===== config.mk =====
export PLATFORM = sky130hd
export DESIGN_NAME = rom_arbiter
export DESIGN_NICKNAME = d
export VERILOG_FILES = /design/src/rtl/rom_arbiter.sv
export SDC_FILE = /design/constraint.sdc
export NUM_CORES = 1
export LEC_CHECK = 0
export ABC_AREA = 1
export CORE_MARGIN = 10
export CORE_UTILIZATION = 24
export DETAILED_ROUTE_END_ITERATION = 12
export PLACE_DENSITY = 0.89
export SLEW_MARGIN = 20
export SYNTH_ARGS = -nofsm -noshare
export SYNTH_HDL_FRONTEND = slang
export SYNTH_SLANG_ARGS = --single-unit

===== constraint.sdc =====
create_clock -name clk -period 3.3 [get_ports clk]
set_clock_uncertainty 0.1 [all_clocks]
set_input_delay 0.66 -clock clk [delete_from_list [all_inputs] [get_ports clk]]
set_output_delay 0.66 -clock clk [all_outputs]
set_load 0.005 [all_outputs]

===== src/rtl/rom_arbiter.sv =====
// rom_arbiter: two-master (fetch/data) arbiter in front of rom_controller.
// Macro ROM_ARB_RR_EN selects round-robin; default is fixed m1 priority.
`ifndef ROM_VA_WIDTH
`define ROM_VA_WIDTH 16
`endif
`ifndef BUS_ACC_WIDTH
`define BUS_ACC_WIDTH 2
`endif
`ifndef BUS_WIDTH
`define BUS_WIDTH 32
`endif

module rom_arbiter (
  input  logic                      clk,
  input  logic                      rst,
  input  logic [`ROM_VA_WIDTH-1:0]  m0_addr,
  input  logic                      m0_w_rb,
  input  logic [`BUS_ACC_WIDTH-1:0] m0_acc,
  input  logic [`BUS_WIDTH-1:0]     m0_wdata,
  input  logic                      m0_req,
  output logic [`BUS_WIDTH-1:0]     m0_rdata,
  output logic                      m0_resp,
  output logic                      m0_fault,
  input  logic [`ROM_VA_WIDTH-1:0]  m1_addr,
  input  logic                      m1_w_rb,
  input  logic [`BUS_ACC_WIDTH-1:0] m1_acc,
  input  logic [`BUS_WIDTH-1:0]     m1_wdata,
  input  logic                      m1_req,
  output logic [`BUS_WIDTH-1:0]     m1_rdata,
  output logic                      m1_resp,
  output logic                      m1_fault,
  output logic [`ROM_VA_WIDTH-1:0]  s_addr,
  output logic                      s_w_rb,
  output logic [`BUS_ACC_WIDTH-1:0] s_acc,
  output logic [`BUS_WIDTH-1:0]     s_wdata,
  output logic                      s_req,
  input  logic [`BUS_WIDTH-1:0]     s_rdata,
  input  logic                      s_resp,
  input  logic                      s_fault
);

  typedef enum logic [1:0] {
    IDLE  = 2'd0,
    WAIT0 = 2'd1,
    WAIT1 = 2'd2
  } state_t;

  state_t state;
  logic   issue;
  logic   g;

`ifdef ROM_ARB_RR_EN
  logic last_g;
`endif

  // Grant choice and issue-cycle detection; reset blanks all activity.
  always_comb begin
    issue = !rst && (state == IDLE) && (m0_req || m1_req);
`ifdef ROM_ARB_RR_EN
    g = (m0_req && m1_req) ? ~last_g : m1_req;
`else
    g = m1_req;
`endif
  end

  // Request mux toward the controller, open only in the issue cycle.
  always_comb begin
    s_req   = 1'b0;
    s_addr  = '0;
    s_w_rb  = 1'b0;
    s_acc   = '0;
    s_wdata = '0;
    if (issue) begin
      s_req = 1'b1;
      if (g) begin
        s_addr  = m1_addr;
        s_w_rb  = m1_w_rb;
        s_acc   = m1_acc;
        s_wdata = m1_wdata;
      end else begin
        s_addr  = m0_addr;
        s_w_rb  = m0_w_rb;
        s_acc   = m0_acc;
        s_wdata = m0_wdata;
      end
    end
  end

  // Route fault/response back to the owning master only.
  always_comb begin
    m0_resp  = 1'b0;
    m1_resp  = 1'b0;
    m0_fault = 1'b0;
    m1_fault = 1'b0;
    m0_rdata = '0;
    m1_rdata = '0;
    if (issue) begin
      m0_fault = !g && s_fault;
      m1_fault = g && s_fault;
    end
    if (!rst && state == WAIT0 && s_resp) begin
      m0_resp  = 1'b1;
      m0_rdata = s_rdata;
    end
    if (!rst && state == WAIT1 && s_resp) begin
      m1_resp  = 1'b1;
      m1_rdata = s_rdata;
    end
  end

  // Transaction FSM: a faulted issue never leaves IDLE.
  always_ff @(posedge clk or posedge rst) begin
    if (rst) begin
      state <= IDLE;
    end else begin
      unique case (state)
        IDLE: begin
          if (issue && !s_fault)
            state <= g ? WAIT1 : WAIT0;
        end
        WAIT0, WAIT1: begin
          if (s_resp)
            state <= IDLE;
        end
        default: state <= IDLE;
      endcase
    end
  end

`ifdef ROM_ARB_RR_EN
  // Remember the last granted master, faulted issues included.
  always_ff @(posedge clk or posedge rst) begin
    if (rst)
      last_g <= 1'b0;
    else if (issue)
      last_g <= g;
  end
`endif

endmodule


==> metrics.log <==
[metrics] status: completed
[metrics] area of all placed cells without fillers: 4230 um2
[metrics] most frequently used cell type in the post-synthesis netlist: nand2_1
[metrics] detailed router's first-iteration violation count: 42
[metrics] library cell contributing the largest single delay on the critical path: clkdlybuf4s50_1
[metrics] Sinks on Clock Net: 2
[metrics] area of the multi-input gates: 1200 um2
[metrics] I/O Buffers: 259
[metrics] relative slew slack: 73.8%
[metrics] arrival time reported for the critical path endpoint: 2.40 ns
[metrics] total congestion overflow after global routing: 0
[metrics] placer congestion estimate: 0.874
[metrics] synthesized area: 1560 um2
[metrics] Most Frequent Cell on Critical Path: clkdlybuf4s50_1
[metrics] final critical-path share of the clock period: 95.8%
[metrics] pre-CTS WS: 0.135 ns
[metrics] most frequent cells after synthesis: nand2_1 (110), nor2_1 (65), a21oi_2 (49), inv_1 (42), buf_2 (16)
[metrics] total cell area at the placement stage: 4190 um2
[metrics] endpoint required time on the critical path: 2.54 ns
[metrics] fin. max-slew vios: 0
[metrics] maximum fanout encountered on the critical timing path: 15
[metrics] Post-layout nets: 701
[metrics] beginning of the worst register-to-register path: state[0]
[metrics] Area contributors post-synth: a21oi_2 (28%), nand2_1 (26%), nor2_1 (16%)
[metrics] slack of the critical path: 0.140 ns
[metrics] clock tree from TritonCTS: yes
[metrics] most instantiated flip-flop cell in the synthesis netlist: dfrtp_1
[metrics] initial cell density of the core: 24.7%
[metrics] number of cells traversed by the worst hold path: 2
[metrics] Clock Pin Slew Worst Setup and Hold Paths: 0.03 ns
[metrics] Crit. path cell count: 6
[metrics] Setup TNS Final: 0 ns
[metrics] worst reg-to-reg path cell count: 9
[metrics] count of nets left with antenna violations after detail routing: 0
[metrics] antenna violations before repair: 0
[metrics] worst-case clock buffer depth: 2
[metrics] RSZ-0062 raised after global routing: no
[metrics] layout-stage area growth over the synthesis result: 172%
[metrics] DRC Markers: 0
[metrics] share of the synthesized area in the top cell type: 27.5%
[metrics] buffers plus inverters on the worst setup path: 3
[metrics] number of global-route vias before repair: 2947
[metrics] DIE AREA: 10100 um2
[metrics] first element of the critical path: rst
[metrics] hold crit path type: reg2reg
[metrics] count of flip-flops with a built-in enable after synthesis: 0
[metrics] largest net degree at the start of global routing: 41
[metrics] width of the die: 101 um
[metrics] hold_sp: state[0]
[metrics] sequential cell area in the final layout: 50.0 um2
[metrics] ratio of cells with drive above 1 in the final layout: 12.1%
[metrics] count of synthesis-stage warnings from yosys: 0
[metrics] area leader, netlist: a21oi_2
[metrics] actual transition at the worst max-transition pin: 0.393 ns
[metrics] Synth Instances: 307
[metrics] number of gates resized after cts: 0
[metrics] via density per instance: 4.49
[metrics] delay of the slowest critical-path stage: 0.54 ns
[metrics] total setup buffers inserted after CTS: 0
[metrics] minimum period implied by the final worst setup slack: 3.16 ns
[metrics] crit-path leading delay family: buffers and inverters
[metrics] top-level port count: 260
[metrics] First-pass DRT Iterations: 4
[metrics] power density over the cells: 226 nW/um2
[metrics] Root Buffer: clkbuf_8
[metrics] launching element type of the critical path: input port
[metrics] count of fill cells added during filler insertion: 520
[metrics] Post-Route WL: 10500 um
[metrics] post-synthesis sequential element count: 2
[metrics] placeable core region: 6310 um2
[metrics] path type of the worst setup path: in2out
[metrics] post-synth net total: 450
[metrics] async set-or-reset flop fraction in the synthesized netlist: 100%
[metrics] Avg Cell Area, Syn: 5.08 um2
[metrics] routed length per placed instance: 16.5 um
[metrics] antenna fix cells: 0
[metrics] part of the Yosys area used for sequential elements: 3.21%
[metrics] max-capacitance violation count: 0
[metrics] clock latency on the worst-skew pair: 0.21 ns
[metrics] maximum operating frequency: 316 MHz
[metrics] post-detailed-placement half-perimeter wirelength: 9390 um
[metrics] number of clock buffers inserted by TritonCTS: 3
[metrics] Regs by FF count: state (2)
[metrics] max FFs per register: 2
[metrics] Worst VDD drop: 152 uV
[metrics] standard-cell row count: 29
[metrics] Hold Fails Final Rpt: 0
[metrics] total via count in the routed design: 2841
[metrics] overall global routing resource usage: 18.7%
[metrics] Reg with most FFs: state
[metrics] depth of the CTS H-tree: 1
[metrics] Yosys cell types: 16
[metrics] static leakage: 1.80 nW
[metrics] cell chain of the critical path: clkdlybuf4s50_1, nor2_2, nand2_4, buf_4, a21oi_2, clkdlybuf4s50_1
[metrics] kind of end point of the critical path: output pin
[metrics] Hold-fix buffers, CTS: 0
[metrics] first-pass GRT wire length: 15400 um
[metrics] Die H: 101 um
[metrics] count of endpoints failing setup in the final report: 0
[path summary, 6_finish.rpt]
kind	to	slack [ns]
worst max-delay path	s_addr[7]	0.14
worst min-delay path	state[0]	0.40
worst max register to register	state[1]	1.82
worst min register to register	state[0]	0.40
max in group asynchronous	state[0]	2.41
min in group asynchronous	state[1]	0.58
[placed cells by master, fill, tap and decap left out]
cell type	n
clkdlybuf4s50_1	258
nand2_1	110
nor2_1	65
a21oi_2	49
inv_1	42
buf_4	7
nand3_1	5
ha_1	3
clkbuf_8	3
nand2_4	2
nor3_1	2
a21oi_1	2
buf_12	2
dfrtp_1	2
nor2_2	1
inv_4	1
inv_2	1
buf_2	1
[cell type report]
cell class	count	share of cell area (%)
clock buffers	3	0.975
flip-flops and latches	2	1.18
well taps	77	2.28
multi-input cells	239	28.3
repair buffers	268	63.3
inverters	44	3.96
[metal layers]
layer  track usage (%)  up-vias  routed length (um)
met5                 0        -                   0
met4              3.91        0                 125
met3              9.12        8                1320
met2              36.3      170                5600
met1              16.8     1250                3420
li1                  -     1413                   -
[metrics by stage]
stage / total power, mW / instances / utilization (%) / hold WS, ns
final: 0.958 / 633 / 67.0 / 0.403
after global routing: 1.04 / 633 / 67.0 / 0.427
after CTS: 0.973 / 633 / 67.0 / 0.406
after floorplan: 0.385 / 307 / - / 0.299
after detailed placement: 0.873 / 630 / 66.4 / 0.399
after global placement: 0.855 / 630 / 66.4 / 0.389
[worst register-to-register path: cells and delay by family (launching register included)]
family | cells | cell delay (ns)
simple gates | 6 | 0.53
fa+ha+maj | 1 | 0.20
flops | 1 | 0.39
buf+inv | 2 | 0.16
[power by group]
part,switching (mW),internal [mW],leakage (nW),total [mW]
Sequential,0.00765,0.0348,0.0258,0.0424
Clock,0.0185,0.0771,0.0216,0.0956
Combinational,0.347,0.473,1.75,0.820
Total,0.374,0.584,1.80,0.958
[kinds of logic (layout without fill, tap and decap cells)]
| kind of cell | count (synthesis) | after routing | share of synthesized area, % |
|---|---|---|---|
| AND/OR/NAND/NOR | 185 | 185 | 46.2 |
| buffers and inverters | 66 | 315 | 20.0 |
| AO/OA/AOI/OAI | 51 | 51 | 28.2 |
| adder cells (fa/ha/maj) | 3 | 3 | 2.41 |
| flip-flops | 2 | 2 | 3.21 |
Power figures use the tool's default switching activity.
==> edit: new RTL, same settings <==
Put a register stage on the output `m0_fault`, cleared by the reset. The value now appears one clock later. The other outputs are not delayed to match.
--- a/src/rtl/rom_arbiter.sv
+++ b/src/rtl/rom_arbiter.sv
@@ -47,2 +47,4 @@
 
+  logic m0_fault_d;
+
   state_t state;
@@ -92,3 +94,3 @@
     m1_resp  = 1'b0;
-    m0_fault = 1'b0;
+    m0_fault_d = 1'b0;
     m1_fault = 1'b0;
@@ -97,3 +99,3 @@
     if (issue) begin
-      m0_fault = !g && s_fault;
+      m0_fault_d = !g && s_fault;
       m1_fault = g && s_fault;
@@ -139,2 +141,10 @@
 
+  always_ff @(posedge clk or posedge rst) begin
+    if (rst) begin
+      m0_fault <= '0;
+    end else begin
+      m0_fault <= m0_fault_d;
+    end
+  end
+
 endmodule
Behaviour: not the same (a bounded check fails within 4 cycles, from zero or initial values and one cycle with rst high).
==> edit against the unedited design <==
Synthesized area is 1.6% higher. Sequential cell count increased by 1. Routed wire length increased by 1.1%. Worst setup slack improved by 0.040 ns. Maximum frequency rose by 1.3%. Design area is 0.38% higher. Total power rose by 2.3%. Register-to-register slack lost 0.16 ns.
==> edit: results (changes against the unedited design) <==
| Metric | Value |
|---|---|
| Gr usage total | 18.67% (was 18.66%) |
| Total number of vias | 2,788 (was 2,841) |
| DR WL met2 | 5587 um (was 5602 um) |
| Status | finished, final reports clean (unchanged) |
| Sequential fraction of the synthesis area | 4.739% (was 3.210%) |
| Largest net degree at the start of global routing | 34 (was 41) |
| Tmin final | 3.121 ns (was 3.160 ns) |
| Metal-1 WL | 3262 um (was 3422 um) |
| Worst VDD drop | 146.8 uV (was 151.9 uV) |
| GR Layer Usage met1 | 16.19% (was 16.79%) |
| Drt wl/cell | 16.65 um (was 16.53 um) |
| Switching Share | 39.27% (was 39.00%) |
| Regs by FF count | state x2, m0_fault x1 (was state x2) |
| Sequential group power | 0.0000558 W (was 0.0000424 W) |
| FF-to-FF path depth | 7 (was 9) |
| Synth Area in Compound Gates | 27.73% (was 28.17%) |
| Power share of the combinational group | 83.3% (was 85.6%) |
| Share of layout cells above drive strength 1 | 12.01% (was 12.05%) |
| Place WS | 0.1693 ns (was 0.1350 ns) |
| Final net count | 702 (was 701) |
| Worst Hold Path EP | state[1] (was state[0]) |
| Max-Slew Margin vs Limit | 77.96% (was 73.77%) |
| Arr. time, crit path | 2.36 ns (was 2.40 ns) |
| Leak | 1.810 nW (was 1.801 nW) |
| R2r setup slk | 1.66 ns (was 1.82 ns) |
| Area contributors post-synth | a21oi_2 27%, nand2_1 26%, nor2_1 15% (was a21oi_2 28%, nand2_1 26%, nor2_1 16%) |
| Met3 Use GR | 9.735% (was 9.122%) |
| Mapped Nets | 451 (was 450) |
| Fill cells | 532 (was 520) |
| First-pass GRT wire length | 15,360 um (was 15,410 um) |
| Post-Synth Adder-Cell Area | 2.370% (was 2.408%) |
| Starting DRT DRC Count | 66 (was 42) |
| Routed length on met3 | 1469 um (was 1315 um) |
| Met2 GRT Util | 36.23% (was 36.27%) |
| Reg-to-Reg End | m0_fault (was state[1]) |
| Vias in the first global route | 2,874 (was 2,947) |
| Sw power | 0.0003851 W (was 0.0003737 W) |
| Max FO, Critical Path | 16 (was 15) |
| Gp weighted congestion | 0.7947 (was 0.8744) |
| Vias per Instance | 4.391 (was 4.488) |
edit: final cells by class:
type,instances,area [sq um],share of cell area [%]
tap,77,96.34,2.267
timing repair buffer,268,2668,62.78
sequential,3,75.07,1.767
inverter,44,167.7,3.946
multi-input combinational,239,1197,28.18
clock buffer,4,45.04,1.060
edit: through the flow:
step,hold slack (ns),instance area [sq um]
2_1_floorplan,0.3062,1584
3_3_place_gp,0.3799,4204
3_5_place_dp,0.3919,4204
4_1_cts,0.4001,4249
5_1_grt,0.4275,4249
6_report,0.3984,4249
edit: worst max path at each step:
stage | from | end | depth (start not counted)
after global routing | rst | s_addr[10] | 6
final | rst | s_addr[2] | 6
after global placement | rst | s_addr[9] | 6
after floorplan | m1_req | s_req | 6
after detailed placement | rst | s_addr[3] | 6
after CTS | rst | s_addr[6] | 6
edit: kinds of logic after synthesis:
kind of cell	count (synthesis)
AOI/OAI and AO/OA	51
adders and majority gates	3
DFF	3
and+or+nand+nor	185
buffers and inverters	66
